## src/rtl/pulse_seq_ctrl_if.sv

```systemverilog
// Config/control bus between a host and pulse_seq_ctrl.
// Handshake: start is a one-cycle request. It is taken only in IDLE, has no ready, and is dropped when not taken.
interface pulse_seq_ctrl_if #(
    parameter int WIDTH = 8,
    parameter int AW    = 2
);
    logic             cfg_we;
    logic [AW-1:0]    cfg_addr;
    logic [WIDTH-1:0] cfg_data;
    logic [AW-1:0]    cfg_last;
    logic             cfg_loop;
    logic             start;
    logic             abort;
    logic             busy;
    logic             done;
    logic             err;
    logic [AW-1:0]    slot;
    logic             slot_pulse;

    modport master (
        output cfg_we, cfg_addr, cfg_data, cfg_last, cfg_loop, start, abort,
        input  busy, done, err, slot, slot_pulse
    );

    modport slave (
        input  cfg_we, cfg_addr, cfg_data, cfg_last, cfg_loop, start, abort,
        output busy, done, err, slot, slot_pulse
    );
endinterface

```

## src/rtl/pulse_seq_ctrl.sv

```systemverilog
// Steps one load/pulse counter through a table of load values.
// For each slot it holds the counter in reset, applies the load value and waits for the terminal pulse.
module pulse_seq_ctrl #(
    parameter int WIDTH   = 8,
    parameter int DEPTH   = 4,
    parameter int AW      = 2,
    parameter int RST_CYC = 2,
    parameter int TIMEOUT = 1023
) (
    input  logic             clk_i,
    input  logic             rst_i,
    pulse_seq_ctrl_if.slave  bus,
    output logic             cnt_rst_o,
    output logic [WIDTH-1:0] cnt_load_o,
    input  logic             cnt_pulse_i,
    output logic [1:0]       state_o
);
    localparam int WDW = $clog2(TIMEOUT + 1);
    localparam int ACW = (RST_CYC > 1) ? $clog2(RST_CYC) : 1;
    localparam logic [ACW-1:0] ARM_LAST = ACW'(RST_CYC - 1);
    localparam logic [WDW-1:0] WD_MAX   = WDW'(TIMEOUT);

    typedef enum logic [1:0] {S_IDLE, S_ARM, S_RUN, S_DONE} state_t;

    state_t           state_q;
    logic [WIDTH-1:0] tbl_q [DEPTH];
    logic [AW-1:0]    last_q;
    logic             loop_q;
    logic [AW-1:0]    slot_q;
    logic [AW-1:0]    slot_d;
    logic             busy_q;
    logic             done_q;
    logic             err_q;
    logic             slot_pulse_q;
    logic             cnt_rst_q;
    logic [WIDTH-1:0] cnt_load_q;
    logic [ACW-1:0]   arm_q;
    logic [WDW-1:0]   wdog_q;

    always_comb begin
        slot_d = (slot_q == last_q) ? '0 : slot_q + 1'b1;
    end

    always_ff @(posedge clk_i) begin
        if (rst_i) begin
            state_q      <= S_IDLE;
            last_q       <= '0;
            loop_q       <= 1'b0;
            slot_q       <= '0;
            busy_q       <= 1'b0;
            done_q       <= 1'b0;
            err_q        <= 1'b0;
            slot_pulse_q <= 1'b0;
            cnt_rst_q    <= 1'b1;
            cnt_load_q   <= '0;
            arm_q        <= '0;
            wdog_q       <= '0;
            for (int i = 0; i < DEPTH; i++) begin
                tbl_q[i] <= '0;
            end
        end else begin
            done_q       <= 1'b0;
            slot_pulse_q <= 1'b0;
            // The table is frozen for the whole sequence so cnt_load cannot change under the counter.
            if (bus.cfg_we && !busy_q) begin
                tbl_q[bus.cfg_addr] <= bus.cfg_data;
            end
            if (bus.abort) begin
                state_q   <= S_IDLE;
                busy_q    <= 1'b0;
                cnt_rst_q <= 1'b1;
                slot_q    <= '0;
            end else begin
                case (state_q)
                    S_IDLE: begin
                        if (bus.start) begin
                            last_q     <= bus.cfg_last;
                            loop_q     <= bus.cfg_loop;
                            err_q      <= 1'b0;
                            slot_q     <= '0;
                            state_q    <= S_ARM;
                            busy_q     <= 1'b1;
                            cnt_load_q <= tbl_q[AW'(0)];
                            cnt_rst_q  <= 1'b1;
                            arm_q      <= '0;
                        end
                    end
                    S_ARM: begin
                        if (arm_q == ARM_LAST) begin
                            state_q   <= S_RUN;
                            cnt_rst_q <= 1'b0;
                            wdog_q    <= '0;
                        end else begin
                            arm_q <= arm_q + 1'b1;
                        end
                    end
                    S_RUN: begin
                        // A pulse in the last watchdog cycle still counts as a completed slot.
                        if (cnt_pulse_i) begin
                            slot_pulse_q <= 1'b1;
                            cnt_rst_q    <= 1'b1;
                            if ((slot_q != last_q) || loop_q) begin
                                slot_q     <= slot_d;
                                cnt_load_q <= tbl_q[slot_d];
                                arm_q      <= '0;
                                state_q    <= S_ARM;
                            end else begin
                                state_q <= S_DONE;
                                done_q  <= 1'b1;
                                busy_q  <= 1'b0;
                            end
                        end else if (wdog_q == WD_MAX) begin
                            err_q     <= 1'b1;
                            state_q   <= S_IDLE;
                            busy_q    <= 1'b0;
                            cnt_rst_q <= 1'b1;
                        end else begin
                            wdog_q <= wdog_q + 1'b1;
                        end
                    end
                    S_DONE: begin
                        state_q <= S_IDLE;
                    end
                    default: begin
                        state_q <= S_IDLE;
                    end
                endcase
            end
        end
    end

    assign bus.busy       = busy_q;
    assign bus.done       = done_q;
    assign bus.err        = err_q;
    assign bus.slot       = slot_q;
    assign bus.slot_pulse = slot_pulse_q;
    assign cnt_rst_o      = cnt_rst_q;
    assign cnt_load_o     = cnt_load_q;
    assign state_o        = state_q;
endmodule

```

## src/flat_wrapper.sv

```systemverilog
// flat-port wrapper written by rule: the top's interface ports become plain ports
module pulse_seq_ctrl_flat 
#(
    parameter int WIDTH   = 8,
    parameter int DEPTH   = 4,
    parameter int AW      = 2,
    parameter int RST_CYC = 2,
    parameter int TIMEOUT = 1023
)
  (clk_i, rst_i, cnt_rst_o, cnt_load_o, cnt_pulse_i, state_o, bus_cfg_we, bus_cfg_addr, bus_cfg_data, bus_cfg_last, bus_cfg_loop, bus_start, bus_abort, bus_busy, bus_done, bus_err, bus_slot, bus_slot_pulse);
  pulse_seq_ctrl_if #(.WIDTH(WIDTH), .AW(AW)) bus_i ();
  input  logic clk_i;
  input  logic rst_i;
  output logic cnt_rst_o;
  output logic [WIDTH-1:0] cnt_load_o;
  input  logic cnt_pulse_i;
  output logic [1:0] state_o;
  input wire logic [$bits(bus_i.cfg_we)-1:0] bus_cfg_we;
  input wire logic [$bits(bus_i.cfg_addr)-1:0] bus_cfg_addr;
  input wire logic [$bits(bus_i.cfg_data)-1:0] bus_cfg_data;
  input wire logic [$bits(bus_i.cfg_last)-1:0] bus_cfg_last;
  input wire logic [$bits(bus_i.cfg_loop)-1:0] bus_cfg_loop;
  input wire logic [$bits(bus_i.start)-1:0] bus_start;
  input wire logic [$bits(bus_i.abort)-1:0] bus_abort;
  output wire logic [$bits(bus_i.busy)-1:0] bus_busy;
  output wire logic [$bits(bus_i.done)-1:0] bus_done;
  output wire logic [$bits(bus_i.err)-1:0] bus_err;
  output wire logic [$bits(bus_i.slot)-1:0] bus_slot;
  output wire logic [$bits(bus_i.slot_pulse)-1:0] bus_slot_pulse;
  assign bus_i.cfg_we = bus_cfg_we;
  assign bus_i.cfg_addr = bus_cfg_addr;
  assign bus_i.cfg_data = bus_cfg_data;
  assign bus_i.cfg_last = bus_cfg_last;
  assign bus_i.cfg_loop = bus_cfg_loop;
  assign bus_i.start = bus_start;
  assign bus_i.abort = bus_abort;
  assign bus_busy = bus_i.busy;
  assign bus_done = bus_i.done;
  assign bus_err = bus_i.err;
  assign bus_slot = bus_i.slot;
  assign bus_slot_pulse = bus_i.slot_pulse;
  pulse_seq_ctrl #(.WIDTH(WIDTH), .DEPTH(DEPTH), .AW(AW), .RST_CYC(RST_CYC), .TIMEOUT(TIMEOUT)) u_core (.clk_i(clk_i), .rst_i(rst_i), .bus(bus_i), .cnt_rst_o(cnt_rst_o), .cnt_load_o(cnt_load_o), .cnt_pulse_i(cnt_pulse_i), .state_o(state_o));
endmodule
```

## config.mk

```make
export PLATFORM = sky130hd
export DESIGN_NAME = pulse_seq_ctrl_flat
export DESIGN_NICKNAME = d
export VERILOG_FILES = /design/src/rtl/pulse_seq_ctrl_if.sv /design/src/rtl/pulse_seq_ctrl.sv /design/src/flat_wrapper.sv
export SDC_FILE = /design/constraint.sdc
export NUM_CORES = 1
export LEC_CHECK = 0
export ABC_CLOCK_PERIOD_IN_PS = 2100
export BUFFER_PORTS_ARGS = -buffer_cell sky130_fd_sc_hd__buf_2
export CORE_MARGIN = 2
export CORE_UTILIZATION = 50
export DETAILED_ROUTE_END_ITERATION = 6
export HOLD_SLACK_MARGIN = 0.06
export PLACE_DENSITY = 0.7
export SLEW_MARGIN = 20
export SYNTH_ARGS = -nofsm -noshare
export SYNTH_HDL_FRONTEND = slang
export SYNTH_SLANG_ARGS = --single-unit
```

## constraint.sdc

```tcl
create_clock -name clk_i -period 2.1 [get_ports clk_i]
set_clock_uncertainty 0.1 [all_clocks]
set_input_delay 0.525 -clock clk_i [delete_from_list [all_inputs] [get_ports clk_i]]
set_output_delay 0.525 -clock clk_i [all_outputs]
set_load 0.05 [all_outputs]
```

==> flow_metrics.tcl <==
set metrics [dict create \
    outcome "finished, final reports clean" \
    gp_congestion 0.8193 \
    initial_core_util_pct 52.59 \
    die-area_mm2 0.006952 \
    yosysUniqueCellTypes 59 \
    worstPathRequired_ps 1470 \
    powerDensity_mw_per_mm2 688.5 \
    syn_inst 309 \
    clk_path_buf_depth 2 \
    p_total_mw 2.533 \
    cts_buffers 9 \
    synth_area_per_cell_um2 10.20 \
    period_share_pct 94.56 \
    hold-path-cell-count 3 \
    reg2reg_from "u_core.state_o[0]" \
    die_x_um 83.38 \
    cpPeakStageDelay_ps 540 \
    fmax_mhz 503.6 \
    worstRegToRegCells 5 \
    h-tree-depth 3 \
    utilization_pct 61.42 \
    routedWlPerCell_um 16.33 \
    holdWs_ps 302.3 \
    nFillCells 508 \
    rr_endpoint "u_core.cnt_load_o[4]" \
    synth_fa_ha_area_share_pct 0.3971 \
    io_pins 36 \
    syn-num-nets 329 \
    vias 2582 \
    cts_tree "done" \
    synth_top_family_by_area "simple AND/OR/NAND/NOR gates" \
    hpwlAfterDp_um 5167 \
    cts_sinks 63 \
    synth-seq-area-share_pct 50.20 \
    critical_path_class "flop to primary output" \
    hold_violations 0 \
    maxCapViolCount 0 \
    drt_iter0_markers 120 \
    vdd_ir_drop_max_mv 0.5944 \
    multi_input_area_mm2 0.001431 \
    num_rows 28 \
    clkTransAtPathRegs_ps 70 \
    synth_flop_cell "edfxtp_1" \
    synthArstFlopShare_pct 0 \
    post_cts_buffers 0 \
    synthesis.area_mm2 0.003151 \
    critPathTopFamily "flip-flops" \
    cts_root_buf "clkbuf_8" \
    final_cells 437 \
    port_buffers 35 \
    grt_pass1_vias 2451 \
    timing.slew.headroom_pct 57.42 \
    setup_viol 0 \
    die_h_um 83.38 \
    min_period_ps 1986 \
    yosys_warnings 0 \
    drt_wl_total_um 7135 \
    worst_pin_slew_ps 634.2 \
    synth_edf_count 32 \
    antenna_found_initial 0 \
    grt_max_degree 23 \
    leakagePower_nw 1.425 \
    rsz0062_at_grt "yes" \
    slew_violations 0 \
    drc 0 \
    drive_gt1_share_pct 23.76 \
    crit_path_end_kind "primary output" \
    track_usage_pct 21.56 \
    grt_pass1_wl_um 11720 \
    min_from "bus_cfg_last[1]" \
    area_delta_synth_final_pct 16.80 \
    worstSetupStartpointType "flop" \
    synth_seq_cells 63 \
    critPathBufInv 2 \
    synth-simple-area-share_pct 21.76 \
    hold_path_end "u_core.last_q[1]" \
    dr.pass1.iters 4 \
    critical_path_arrival_ps 1360 \
    cp_slowest_cell "dfxtp_1" \
    cp_max_fo 11 \
    rrSetupSlack_ps 130 \
    synth_mux_area_share_pct 0 \
    numPlacedInstances 421 \
    register_area_mm2 0.001584 \
    grt_overflow_total 0 \
    setup_tns_ps 0 \
    synth-compound-area-share_pct 21.60 \
    vias_per_cell 5.908 \
    synth_xor_area_share_pct 1.112 \
    hold_class "primary input to flop" \
    antenna_cells 0 \
    final_antenna_net_count 0 \
    core_mm2 0.005991 \
    clock_latency_ps 350 \
    path_cells "buf_4 > buf_2" \
    nNetsFinal 377 \
]
logic make-up after synthesis:
group,after synthesis
xor gates and xnor gates,4
buffers and inverters,36
AOI/OAI and AO/OA,87
and+or+nand+nor,118
adders and majority gates,1
DFF,63
report_power, final:
group | leakage, nW | switching, mW | internal (mW) | total, mW
Combinational | 0.756 | 0.152 | 0.0839 | 0.236
Sequential | 0.588 | 0.0260 | 1.34 | 1.37
Clock | 0.0817 | 0.478 | 0.450 | 0.929
Total | 1.43 | 0.657 | 1.88 | 2.53
through the flow:
step,setup slack (ps),area [um2]
3_5_place_dp,-23.11,3486
5_1_grt,-39.75,3680
4_1_cts,22.98,3660
2_1_floorplan,23.49,3151
6_report,114.2,3680
3_3_place_gp,22.71,3486
what timing repair did:
action,4_1_cts,5_1_grt
hold buffers,0,0
resized for setup,0,5
endpoints found under the setup margin,0,7
worst min-delay path, delay by kind of cell:
| kind | cells | cell delay [ps] |
|---|---|---|
| and+or+nand+nor | 1 | 50 |
| buffers and inverters | 1 | 100 |
| AOI/OAI and AO/OA | 1 | 50 |
cells in the mapped netlist (4+ instances only):
cell type | number | area share, %
nand2_1 | 18 | 2.1
nor2b_1 | 4 | 0.79
o32ai_1 | 9 | 2.5
dfxtp_1 | 31 | 20
inv_1 | 16 | 1.9
nor2_1 | 12 | 1.4
clkbuf_1 | 9 | 1.1
and3_1 | 11 | 2.2
o21ai_0 | 7 | 1.1
o22ai_1 | 4 | 0.79
a211oi_1 | 5 | 1.2
and2_1 | 26 | 5.2
a311oi_1 | 4 | 1.1
nand3_1 | 5 | 0.79
buf_2 | 7 | 1.1
nand2b_1 | 9 | 1.8
or2_2 | 4 | 0.79
a32oi_1 | 4 | 1.1
nor3_1 | 8 | 1.3
a2111oi_1 | 4 | 1.3
a2111oi_0 | 9 | 2.5
a21oi_1 | 16 | 2.5
edfxtp_1 | 32 | 31
and4_1 | 6 | 1.7
registers in the layout (all words and copies together), names as in the netlist:
signal,flops
u_core.tbl_q,32
u_core.wdog_q,10
u_core.cnt_load_o,8
u_core.bus.slot,2
u_core.last_q,2
u_core.state_o,2
u_core.arm_q,1
u_core.bus.busy,1
u_core.bus.done,1
u_core.bus.err,1
u_core.bus.slot_pulse,1
u_core.cnt_rst_o,1
u_core.loop_q,1
how the worst max path moves through the flow:
stage	startpoint	endpoint	slack (ps)	depth (start not counted)
2_1_floorplan	u_core.state_o[1]	u_core.wdog_q[6]	20	5
3_3_place_gp	cnt_pulse_i	u_core.wdog_q[8]	20	5
3_5_place_dp	cnt_pulse_i	u_core.cnt_load_o[5]	-20	6
4_1_cts	u_core.state_o[1]	u_core.cnt_load_o[4]	20	5
5_1_grt	u_core.state_o[1]	u_core.cnt_load_o[4]	-40	5
6_report	u_core.state_o[0]	state_o[0]	110	2
per-layer routing:
metal  part of all wire (%)  vias to the layer above  wire (um)  GRT usage [%]
li1                       -                     1270          -              -
met1                     45                     1224       3232          27.69
met2                     48                       80       3392          34.09
met3                    5.8                        8        411          7.157
met4                    1.4                        0         98          7.601
met5                      0                        -          0              0
cell usage in the layout (no fill, tap or decap), types with 4 or more instances in the layout:
cell and n:
a211oi_1 5, and4_1 6, nor2_1 12, clkbuf_8 10, a32oi_1 4, a2111oi_0 9
a21oi_1 16, nand3_1 5, o32ai_1 9, dfxtp_1 29, inv_1 16, a311oi_1 4
buf_4 21, a2111oi_1 4, o22ai_1 4, edfxtp_1 32, nand2_1 18, nand2b_1 9
or2_2 4, and2_1 26, and3_1 11, o21ai_0 6, nor3_1 8, buf_2 35
nor2b_1 4
area by class of cell:
| type | instances | area share (%) |
|---|---|---|
| clock buffers | 10 | 3.740 |
| clock inverters | 6 | 0.9861 |
| inverters | 17 | 1.734 |
| multi-input cells | 210 | 38.90 |
| flip-flops and latches | 63 | 43.05 |
| well taps | 75 | 2.550 |
| repair buffers | 56 | 9.045 |
Note: power is estimated with default switching activity, not from simulation.
